--- config.mk ---
export PLATFORM = sky130hd
export DESIGN_NAME = upsampler_h_window_fp16
export DESIGN_NICKNAME = d
export VERILOG_FILES = /design/src/rtl/upsampler_h_window_fp16_pkg.sv /design/src/rtl/upsampler_h_window_fp16_shift.sv /design/src/rtl/upsampler_h_window_fp16.sv
export SDC_FILE = /design/constraint.sdc
export NUM_CORES = 1
export LEC_CHECK = 0
export ABC_AREA = 1
export ABC_CLOCK_PERIOD_IN_PS = 2550
export CAP_MARGIN = 30
export CELL_PAD_IN_SITES_DETAIL_PLACEMENT = 1
export CELL_PAD_IN_SITES_GLOBAL_PLACEMENT = 1
export CORE_UTILIZATION = 30
export DETAILED_ROUTE_END_ITERATION = 6
export GPL_TIMING_DRIVEN = 0
export PLACE_DENSITY = 0.7
export SYNTH_ARGS = -nofsm -noshare
export SYNTH_HDL_FRONTEND = slang
export SYNTH_SLANG_ARGS = --single-unit
--- constraint.sdc ---
create_clock -name clk_i -period 2.55 [get_ports clk_i]
set_clock_uncertainty 0.05 [all_clocks]
set_input_delay 0.51 -clock clk_i [delete_from_list [all_inputs] [get_ports clk_i]]
set_output_delay 0.51 -clock clk_i [all_outputs]
set_load 0.005 [all_outputs]
--- src/rtl/upsampler_h_window_fp16_pkg.sv ---
// -----------------------------------------------------------------------------
// upsampler_h_pkg
// Shared definitions for the horizontal zero-stuffing window generator:
//   - state_e   : sequencer states (pixel, stuffed zero, two end-of-row flushes)
//   - FP_ZERO   : the +0.0 FP16 word (all-zero bit pattern)
//   - UPS_TAPS  : number of taps in the horizontal window
// -----------------------------------------------------------------------------
package upsampler_h_pkg;

  typedef enum logic [1:0] {
    S_PIX    = 2'd0,
    S_ZERO   = 2'd1,
    S_FLUSH0 = 2'd2,
    S_FLUSH1 = 2'd3
  } state_e;

  localparam int FP16_W = 16;
  localparam logic [FP16_W-1:0] FP_ZERO = '0;

  localparam int UPS_TAPS = 5;

endpackage

--- src/rtl/upsampler_h_window_fp16_shift.sv ---
// -----------------------------------------------------------------------------
// fp_shift_window
// UPS_TAPS-deep shift register of FP words. Tap [UPS_TAPS-1] receives the
// newest word, tap [0] holds the oldest.
//
// Ports:
//   clk_i       in   clock
//   rst_i       in   synchronous active-high reset, clears all taps
//   shift_en_i  in   shift taps down by one and insert din_i at the top
//   load_i      in   load {din_i, 0, 0, ...}; has priority over shift_en_i
//   din_i       in   word to insert
//   taps_o      out  current tap contents
// -----------------------------------------------------------------------------
module fp_shift_window
  import upsampler_h_pkg::*;
#(
  parameter int FP_W = 16
) (
  input  logic                               clk_i,
  input  logic                               rst_i,
  input  logic                               shift_en_i,
  input  logic                               load_i,
  input  logic [FP_W-1:0]                    din_i,
  output logic [UPS_TAPS-1:0][FP_W-1:0]      taps_o
);

  logic [UPS_TAPS-1:0][FP_W-1:0] taps_q;
  logic [UPS_TAPS-1:0][FP_W-1:0] taps_d;

  always_comb begin
    taps_d = taps_q;
    if (load_i) begin
      // A load wipes any history, which doubles as the left padding of a row.
      for (int i = 0; i < UPS_TAPS - 1; i++) begin
        taps_d[i] = FP_W'(FP_ZERO);
      end
      taps_d[UPS_TAPS-1] = din_i;
    end else if (shift_en_i) begin
      for (int i = 0; i < UPS_TAPS - 1; i++) begin
        taps_d[i] = taps_q[i+1];
      end
      taps_d[UPS_TAPS-1] = din_i;
    end
  end

  always_ff @(posedge clk_i) begin
    if (rst_i) begin
      taps_q <= '0;
    end else begin
      taps_q <= taps_d;
    end
  end

  assign taps_o = taps_q;

endmodule

--- src/rtl/upsampler_h_window_fp16.sv ---
// -----------------------------------------------------------------------------
// upsampler_h_window_fp16
// Horizontal zero-stuffing window generator for a 1x5 FP16 upsampling
// convolution. Every accepted pixel is followed by a +0.0 sample, so the row
// doubles in width; two flush samples after the last pixel provide the right
// padding. Each shift presents a 1x5 window centred on stuffed column c.
//
// Ports:
//   clk_i     in   clock
//   rst_i     in   synchronous active-high reset
//   data_i    in   input pixel (FP_WIDTH_REG bits)
//   col_i     in   input pixel column (checked only with the macro below)
//   row_i     in   input row, latched on pixel column 0
//   valid_i   in   input pixel valid
//   ready_o   out  pixel accepted this cycle when valid_i is also high
//   window_o  out  [0][0] = column c-2 ... [0][4] = column c+2
//   col_o     out  stuffed column c of the window centre
//   row_o     out  row of the window
//   valid_o   out  window valid
//   err_o     out  sticky column-sequence error (macro builds only)
//
// Optional feature macro: UPSAMPLER_H_WINDOW_COL_CHECK_EN
//   When defined, col_i is compared against the expected pixel column on every
//   handshake and err_o latches any mismatch until reset.
// -----------------------------------------------------------------------------
module upsampler_h_window_fp16
  import upsampler_h_pkg::*;
#(
  parameter int EXP_WIDTH     = 5,
  parameter int FRAC_WIDTH    = 10,
  parameter int WINDOW_WIDTH  = 5,
  parameter int WINDOW_HEIGHT = 1,
  parameter int IMAGE_WIDTH   = 320,
  parameter int FP_WIDTH_REG  = 1 + EXP_WIDTH + FRAC_WIDTH
) (
  input  logic                                                   clk_i,
  input  logic                                                   rst_i,
  input  logic [FP_WIDTH_REG-1:0]                                data_i,
  input  logic [15:0]                                            col_i,
  input  logic [15:0]                                            row_i,
  input  logic                                                   valid_i,
  output logic                                                   ready_o,
  output logic [WINDOW_HEIGHT-1:0][WINDOW_WIDTH-1:0][FP_WIDTH_REG-1:0] window_o,
  output logic [15:0]                                            col_o,
  output logic [15:0]                                            row_o,
  output logic                                                   valid_o
`ifdef UPSAMPLER_H_WINDOW_COL_CHECK_EN
  ,
  output logic                                                   err_o
`endif
);

  generate
    if (WINDOW_WIDTH != UPS_TAPS) begin : g_bad_window_width
      $error("upsampler_h_window_fp16: WINDOW_WIDTH must be 5");
    end
    if (WINDOW_HEIGHT != 1) begin : g_bad_window_height
      $error("upsampler_h_window_fp16: WINDOW_HEIGHT must be 1");
    end
    if (IMAGE_WIDTH < 2) begin : g_bad_image_width
      $error("upsampler_h_window_fp16: IMAGE_WIDTH must be at least 2");
    end
  endgenerate

  // Sample index k runs 0 .. 2*IMAGE_WIDTH+1 within a row.
  localparam int CNT_W = $clog2(2 * IMAGE_WIDTH + 2);
  localparam logic [CNT_W-1:0] LAST_ZERO_K = CNT_W'(2 * IMAGE_WIDTH - 1);
  localparam logic [CNT_W-1:0] FIRST_VALID_K = CNT_W'(2);

  state_e                       state_q, state_d;
  logic [CNT_W-1:0]             cnt_q, cnt_d;
  logic [15:0]                  col_q, col_d;
  logic [15:0]                  row_q, row_d;
  logic                         valid_q, valid_d;

  logic                         hs;
  logic                         first_pix;
  logic                         shift_en;
  logic                         load;
  logic [FP_WIDTH_REG-1:0]      shift_din;
  logic [CNT_W-1:0]             k_new;
  logic [UPS_TAPS-1:0][FP_WIDTH_REG-1:0] taps;

`ifdef UPSAMPLER_H_WINDOW_COL_CHECK_EN
  logic                         err_q, err_d;
  logic [15:0]                  exp_col;
`else
  logic                         unused_col;
  assign unused_col = ^col_i;
`endif

  assign ready_o = (state_q == S_PIX) && !rst_i;
  assign hs      = valid_i && (state_q == S_PIX);

  // Inside S_PIX the counter is 0 only before the first pixel of a row: after
  // any accepted pixel the following zero shift leaves it odd and non-zero.
  assign first_pix = (cnt_q == '0);

  always_comb begin
    state_d   = state_q;
    cnt_d     = cnt_q;
    row_d     = row_q;
    shift_en  = 1'b0;
    load      = 1'b0;
    shift_din = FP_WIDTH_REG'(FP_ZERO);
    k_new     = cnt_q + CNT_W'(1);

    case (state_q)
      S_PIX: begin
        if (hs) begin
          state_d = S_ZERO;
          if (first_pix) begin
            load      = 1'b1;
            shift_din = data_i;
            k_new     = '0;
            row_d     = row_i;
          end else begin
            shift_en  = 1'b1;
            shift_din = data_i;
          end
          cnt_d = k_new;
        end
      end
      S_ZERO: begin
        shift_en = 1'b1;
        cnt_d    = k_new;
        state_d  = (k_new == LAST_ZERO_K) ? S_FLUSH0 : S_PIX;
      end
      S_FLUSH0: begin
        shift_en = 1'b1;
        cnt_d    = k_new;
        state_d  = S_FLUSH1;
      end
      S_FLUSH1: begin
        // Output column still uses k_new; the stored counter restarts the row.
        shift_en = 1'b1;
        cnt_d    = '0;
        state_d  = S_PIX;
      end
      default: begin
        state_d = S_PIX;
        cnt_d   = '0;
      end
    endcase

    // The window centre lags the newest sample by two taps.
    valid_d = (shift_en || load) && (k_new >= FIRST_VALID_K);
    col_d   = valid_d ? 16'(k_new - FIRST_VALID_K) : col_q;
  end

`ifdef UPSAMPLER_H_WINDOW_COL_CHECK_EN
  // Pixel j is shifted in as sample 2j, so its column is half the new index.
  assign exp_col = first_pix ? 16'd0 : 16'(k_new >> 1);

  always_comb begin
    err_d = err_q;
    if (hs && (col_i != exp_col)) begin
      err_d = 1'b1;
    end
  end
`endif

  always_ff @(posedge clk_i) begin
    if (rst_i) begin
      state_q <= S_PIX;
      cnt_q   <= '0;
      col_q   <= '0;
      row_q   <= '0;
      valid_q <= 1'b0;
`ifdef UPSAMPLER_H_WINDOW_COL_CHECK_EN
      err_q   <= 1'b0;
`endif
    end else begin
      state_q <= state_d;
      cnt_q   <= cnt_d;
      col_q   <= col_d;
      row_q   <= row_d;
      valid_q <= valid_d;
`ifdef UPSAMPLER_H_WINDOW_COL_CHECK_EN
      err_q   <= err_d;
`endif
    end
  end

  fp_shift_window #(
    .FP_W (FP_WIDTH_REG)
  ) u_shift (
    .clk_i      (clk_i),
    .rst_i      (rst_i),
    .shift_en_i (shift_en),
    .load_i     (load),
    .din_i      (shift_din),
    .taps_o     (taps)
  );

  assign window_o[0] = taps;
  assign col_o       = col_q;
  assign row_o       = row_q;
  assign valid_o     = valid_q;
`ifdef UPSAMPLER_H_WINDOW_COL_CHECK_EN
  assign err_o       = err_q;
`endif

endmodule

## Word level (Yosys, flattened, before mapping)

Index checks and enable logic that the tools add are counted.

| storage, ports and cells | value |
|---|---|
| bits of input ports | 51 |
| flip-flop bits (word level) | 125 |
| output and inout bits | 114 |
| logic and storage cells | 48 |

| cells by class | value |
|---|---|
| add/subtract/negate cells | 2 |
| reduce and logical (&&, ||, !) cells | 12 |
| mux-type cells | 18 |
| equality and inequality tests | 5 |
| order comparisons | 1 |

Operator list:

| kind | count |
|---|---|
| 80-bit two-way mux | 2 |
| 10-bit two-way mux | 4 |
| 16-bit two-way mux | 2 |
| 10-bit one-hot mux with 3 select lines | 1 |
| 10-bit by 2-bit subtractor with 11-bit output (second input constant) | 1 |
| 10-bit by 1-bit adder with 10-bit output (second input constant) | 1 |
| 10-bit equality test (second input constant) | 1 |
| 10-bit by 2-bit >= comparator with 1-bit output (second input constant) | 1 |
| 10-bit logical NOT | 1 |
| 2-bit one-hot mux with 4 select lines | 1 |
| 1-bit two-way mux | 5 |
| 2-bit equality test (second input constant) | 2 |
| 2-bit two-way mux | 2 |
| 2-bit OR reduction | 2 |
| 1-bit logical AND | 3 |
| 3-bit AND reduction | 1 |
| 3-bit OR reduction | 1 |
| 2-bit by 1-bit equality test with 1-bit output (second input constant) | 1 |
| 2-bit logical NOT | 1 |
| 2-bit inequality test (second input constant) | 1 |
| 1-bit one-hot mux with 2 select lines | 1 |
| 2-bit nonzero test | 1 |
| 1-bit logical NOT | 1 |
| 1-bit logical OR | 1 |

## Longest topological paths before layout

| depth | value |
|---|---|
| word-level depth | 6 |
| mapped depth | 15 |

## Modules after synthesis

A second synthesis with hierarchy kept.

| second synthesis, totals | value |
|---|---|
| cells, all modules | 740 |
| area total of the unflattened synthesis | 5451.5 sq um |

By module, submodules not included:

| module | area an instance (sq um) | times used | cells each |
|---|---|---|---|
| fp_shift_window | 3128.0 | 1 | 380 |
| upsampler_h_window_fp16 | 2323.5 | 1 | 360 |

## Worst setup path after synthesis

Ideal clock, no wire load.

| path | value |
|---|---|
| path kind | register to register |
| from | register state_q[0] |
| to | register col_q[2] (netlist: col_o[2]) |
| period minus slack after synthesis | 2.196 ns |
| cell stages (with the launch flop) | 16 |
| path slack | 0.354 ns |
| setup time | 0.113 ns |
| data arrival time | 2.033 ns |
| buffers on the path | 1 |
| cell sequence | dfxtp_1 > inv_1 > ha_1 > nand2_2 > inv_2 > nand3_4 > nand2_4 > ha_1 > inv_1 > nor2_2 > nand3_2 > nor2_4 > nand2_4 > buf_12 > a21oi_2 > nor2_1 |

| on the way | value |
|---|---|
| word-level cells in the longest chain between the ends | 6 |
| elaborated cells between the ends (all ways) | 16 |
| classes of those cells | 1 x add/sub; 1 x order compare; 3 x eq/ne; 6 x mux; 5 x reduce/logical |

RTL lines:

| item | line | RTL |
|---|---|---|
| start, declared | upsampler_h_window_fp16.sv:70 | `state_e state_q, state_d;` |
| start signal, assigned | upsampler_h_window_fp16.sv:174 | `state_q <= state_d;` |
| 2-bit logical NOT | upsampler_h_window_fp16.sv:93, upsampler_h_window_fp16.sv:108 |  |
| 1-bit logical AND | upsampler_h_window_fp16.sv:93 | `assign hs = valid_i && (state_q == S_PIX);` |
| 10-bit two-way mux / 1-bit two-way mux (equally long branches) | upsampler_h_window_fp16.sv:110 | `if (hs) begin` |
| 10-bit two-way mux (tied with other cells) | upsampler_h_window_fp16.sv:108 | `case (state_q)` |
| 10-bit by 2-bit >= comparator with 1-bit output / 1-bit logical OR (equally long branches) | upsampler_h_window_fp16.sv:147 | `valid_d = (shift_en \|\| load) && (k_new >= FIRST_VALID_K);` |
| 1-bit logical AND | upsampler_h_window_fp16.sv:147 |  |
| end signal, assigned | upsampler_h_window_fp16.sv:176 | `col_q <= col_d;` |
| end, declared | upsampler_h_window_fp16.sv:72 | `logic [15:0] col_q, col_d;` |

Parallel ways exist; a longest one is shown, timed or not.
A chain may end at the register's enable or synchronous reset.

## Final worst setup path

| path | value |
|---|---|
| from | register cnt_q[0] |
| to | register col_q[8] (netlist: col_o[8]) |

| on the way | value |
|---|---|
| word-level cells in the longest chain between the ends | 6 |
| elaborated cells between the ends (all ways) | 15 |
| classes of those cells | 2 x add/sub; 1 x order compare; 9 x mux; 3 x reduce/logical |

RTL lines:

| item | line | RTL |
|---|---|---|
| start, declared | upsampler_h_window_fp16.sv:71 | `logic [CNT_W-1:0] cnt_q, cnt_d;` |
| start signal, assigned | upsampler_h_window_fp16.sv:175 | `cnt_q <= cnt_d;` |
| 10-bit by 1-bit adder with 10-bit output / 10-bit logical NOT (equally long branches) | upsampler_h_window_fp16.sv:106, upsampler_h_window_fp16.sv:97 |  |
| 10-bit two-way mux / 1-bit two-way mux (equally long branches) | upsampler_h_window_fp16.sv:112 | `if (first_pix) begin` |
| 10-bit two-way mux / 1-bit two-way mux (equally long branches) | upsampler_h_window_fp16.sv:110 |  |
| 10-bit two-way mux (tied with other cells) | upsampler_h_window_fp16.sv:108 |  |
| 10-bit by 2-bit >= comparator with 1-bit output / 1-bit logical OR (equally long branches) | upsampler_h_window_fp16.sv:147 |  |
| 1-bit logical AND | upsampler_h_window_fp16.sv:147 |  |

Parallel ways exist; a longest one is shown, timed or not.

==> impl_metrics.sql <==
INSERT INTO impl_metrics (metric_group, metric, value, unit) VALUES
('placed_design', 'dp_hpwl', '13300', 'um'),
('timing', 'tns', '0', 'ps'),
('synthesis', 'yosysWarnings', '0', ''),
('worst_setup_path', 'critical_path.reg2reg.startpoint', 'cnt_q[0]', ''),
('floorplanning', 'floorplan.initialDensity', '0.3105', ''),
('synthesis', 'netlist_top_cells_area', 'dfxtp_1, nor2_1, o21ai_0', ''),
('clock_tree', 'clkLatencyLatePin', '430', 'ps'),
('floorplanning', 'dieWidth', '133.5', 'um'),
('worst_setup_path', 'worst_r2r_path_depth', '15', ''),
('timing', 'hold_viol', '0', ''),
('detailed_routing', 'routed_wire_length_per_instance', '16.25', 'um'),
('floorplanning', 'core-area', '16700', 'sq um'),
('worst_setup_path', 'worst_ep_required_time', '2820', 'ps'),
('job', 'timing.max_cap.violations', '0', ''),
('synthesis', 'seq_area_frac_synth', '0.4633', ''),
('synthesis', 'netlist_area', '5185', 'sq um'),
('worst_setup_path', 'worst_path_largest_cell_delay', '350', 'ps'),
('synthesis', 'synthesis.nets', '735', ''),
('pwr', 'peakVddDrop', '0.4630', 'mV'),
('floorplanning', 'fp.dieArea', '17810', 'sq um'),
('synthesis', 'post-synth-top-area-fraction', '0.4633', ''),
('finish', 'nets', '909', ''),
('worst_setup_path', 'timing.critical_path.arrival', '2700', 'ps'),
('pwr', 'power_per_cell_area', '779.3', 'nW/um^2'),
('global_routing', 'grtUsageMet2', '0.3689', ''),
('floorplanning', 'fp-row-count', '47', ''),
('global_routing', 'vias_in_the_first_global_route', '5434', ''),
('placed_design', 'finalWeightedCongestion', '0.8256', ''),
('synthesis', 'synth_top_area_cell', 'dfxtp_1', ''),
('worst_setup_path', 'setup.worst_path.start_class', 'flip-flop', ''),
('detailed_routing', 'vias', '5128', ''),
('worst_setup_path', 'timing.reg2reg.setup_slack', '120', 'ps'),
('worst_hold_path', 'hold_path.class', 'flip-flop to flip-flop', ''),
('finish', 'multi_input_area', '2362', 'sq um'),
('synthesis', 'postSynthRegisterBits', '120', ''),
('detailed_routing', 'viasPerCell', '4.735', ''),
('clock_tree', 'cts-htree-levels', '4', ''),
('global_routing', 'groute.layer.met1.usage', '0.2373', ''),
('clock_tree', 'clockRootBuffer', 'clkbuf_16', ''),
('timing', 'post-route-min-period', '2431', 'ps'),
('global_routing', 'globalRoute.totalOverflow', '0', ''),
('finish', 'layout-drive-gt1-share', '0.1356', ''),
('pwr', 'total_leakage_power', '3.181', 'nW'),
('run_status', 'outcome', 'finished clean', ''),
('clock_tree', 'cts_hold_repair.buffers', '0', ''),
('detailed_routing', 'final_antenna_net_count', '0', ''),
('placed_design', 'place.port_buffers', '147', ''),
('synthesis', 'synth_cell_type_count', '36', ''),
('finish', 'area_delta_synth_final', '46.98', '%'),
('detailed_routing', 'drt-initial-drc-count', '182', ''),
('timing', 'final_max_slew_violation_count', '0', ''),
('detailed_routing', 'detail_route.first_pass.iterations', '4', ''),
('timing', 'clock.fmax', '411.4', 'MHz'),
('global_routing', 'grt_first_pass_wirelength', '28320', 'um'),
('clock_tree', 'cts_buf_count', '17', ''),
('worst_setup_path', 'path_delay_family', 'simple AND/OR/NAND/NOR gates', ''),
('timing', 'slew_headroom', '0.5857', ''),
('worst_setup_path', 'critPathKind', 'flip-flop to flip-flop', ''),
('timing', 'hold_ws', '399.5', 'ps'),
('global_routing', 'gr-usage-all-layers', '0.2041', ''),
('timing', 'post-route-period-util', '0.9532', ''),
('worst_hold_path', 'timing.hold.worst_path_depth', '2', ''),
('global_routing', 'grt_start_max_net_pins', '17', ''),
('finish', 'fillers', '2005', ''),
('clock_tree', 'cts_tree', 'yes', ''),
('worst_setup_path', 'crit_slowest_cell', 'dfxtp_1', ''),
('clock_tree', 'register_clock_pin_slew_on_the_reported_worst_setup_and_hold_paths', '60', 'ps'),
('detailed_routing', 'routed_wl', '17600', 'um'),
('worst_setup_path', 'r2r_end', 'col_o[8]', ''),
('timing', 'setup_violations', '0', ''),
('pwr', 'total_design_power', '5.939', 'mW');
[cell type report]
cell class | count | share of cell area
Timing Repair Buffer | 155 | 0.2010
Clock buffer | 19 | 0.05812
Inverter | 45 | 0.02249
Clock inverter | 13 | 0.02216
Multi-Input combinational cell | 464 | 0.3100
Tap cell | 220 | 0.03612
Buffer | 47 | 0.03481
Sequential cell | 120 | 0.3154
[logic make-up after synthesis]
logic type	Yosys count	share of synthesized area
AO/OA/AOI/OAI	141	0.1455
XOR/XNOR	4	0.006758
adder cells (fa/ha/maj)	8	0.01931
buffers and inverters	92	0.08349
flip-flops	120	0.4633
AND/OR/NAND/NOR	311	0.2816
[registers in the layout, summed over array words and instances (netlist names), named ones only]
signal          cells
row_o              16
col_o              11
state_q             1
valid_o             1
u_shift.taps_o     80
cnt_q              10
[cells in the mapped netlist]
| master | instances |
|---|---|
| clkbuf_2 | 1 |
| nand4_1 | 5 |
| inv_1 | 38 |
| buf_4 | 5 |
| xnor2_1 | 1 |
| nor2_8 | 1 |
| o21ai_2 | 1 |
| nor2_1 | 146 |
| xor2_1 | 3 |
| nand3_4 | 1 |
| a22oi_1 | 1 |
| or3_1 | 1 |
| a21oi_1 | 42 |
| dfxtp_1 | 120 |
| nor2_2 | 5 |
| nand2_2 | 10 |
| nor3_4 | 1 |
| inv_2 | 6 |
| buf_12 | 1 |
| ha_1 | 8 |
| nor2_4 | 7 |
| nand2_1 | 82 |
| a211oi_1 | 1 |
| nand2_4 | 6 |
| nor3_1 | 2 |
| buf_2 | 5 |
| nor4_1 | 2 |
| nand3_1 | 34 |
| clkinv_1 | 1 |
| o21ai_0 | 85 |
| buf_1 | 1 |
| o21bai_1 | 1 |
| a21oi_2 | 10 |
| nand3_2 | 8 |
| clkbuf_1 | 28 |
| buf_6 | 6 |
[per-layer routing]
layer  share of wire  up-vias
met1            0.43     2454
li1                -     2526
met5               0        -
met4          0.0095        0
met2            0.51      128
met3           0.047       20
[worst reg2reg max path, stage by stage (launching register included)]
cell	delay, ps
dfxtp_1	350
inv_2	90
ha_1	150
inv_1	80
nor3_4	250
nand3_4	150
nand2_4	100
ha_1	180
inv_1	60
nor2_2	130
nand3_2	150
nor2_4	150
nand2_4	100
buf_12	160
a21oi_2	110
nor2_1	50
[power breakdown]
group	total [mW]	switching, mW	leakage [nW]	internal [mW]
combinational	1.24	0.629	1.91	0.611
clock	2.48	0.917	0.286	1.57
sequential	2.21	0.148	0.983	2.07
[placed cells by master, fill, tap and decap left out, types with 3 or more instances in the layout]
master,netlist,routed
nand3_1,34,34
o21ai_0,85,85
nor2_2,5,5
clkinv_4,0,3
nand2_2,10,8
buf_2,5,5
nand3_2,8,8
clkdlybuf4s50_1,0,147
a21oi_2,10,10
dfxtp_1,120,119
nand4_1,5,5
buf_6,6,6
buf_4,5,13
clkbuf_16,0,17
bufinv_16,0,3
clkinvlp_4,0,4
nand2_4,6,8
nand2_1,82,82
a21oi_1,42,42
nor2_1,146,146
ha_1,8,7
xor2_1,3,3
inv_2,6,6
nor2_4,7,7
clkbuf_1,28,28
inv_1,38,37
[through the flow]
step	cells	instance area, sq um	worst slack (ps)	utilization
floorplan	676	5185	353.6	-
global placement	1043	6932	-430.6	0.4150
detailed placement	1043	6932	-479.8	0.4150
CTS	1076	7555	13.97	0.4524
global route	1083	7621	-25.54	0.4563
finish	1083	7621	119.3	0.4563
[how the worst max path moves through the flow]
| stage | end | cells past startpoint | slack [ps] | start |
|---|---|---|---|---|
| 2_1_floorplan | col_o[2] | 15 | 350 | state_q[0] |
| 3_3_place_gp | col_o[14] | 14 | -430 | valid_i |
| 3_5_place_dp | col_o[8] | 14 | -480 | valid_i |
| 4_1_cts | col_o[1] | 15 | 10 | cnt_q[0] |
| 5_1_grt | col_o[2] | 15 | -30 | cnt_q[0] |
| 6_report | col_o[8] | 15 | 120 | cnt_q[0] |
[timing repair]
item / CTS / global route
setup endpoints to repair: 13 / 13
pin swaps: 0 / 5
resized for setup: 2 / 5
setup buffers: 1 / 7
No activity file was read; power rests on OpenSTA's default activity.
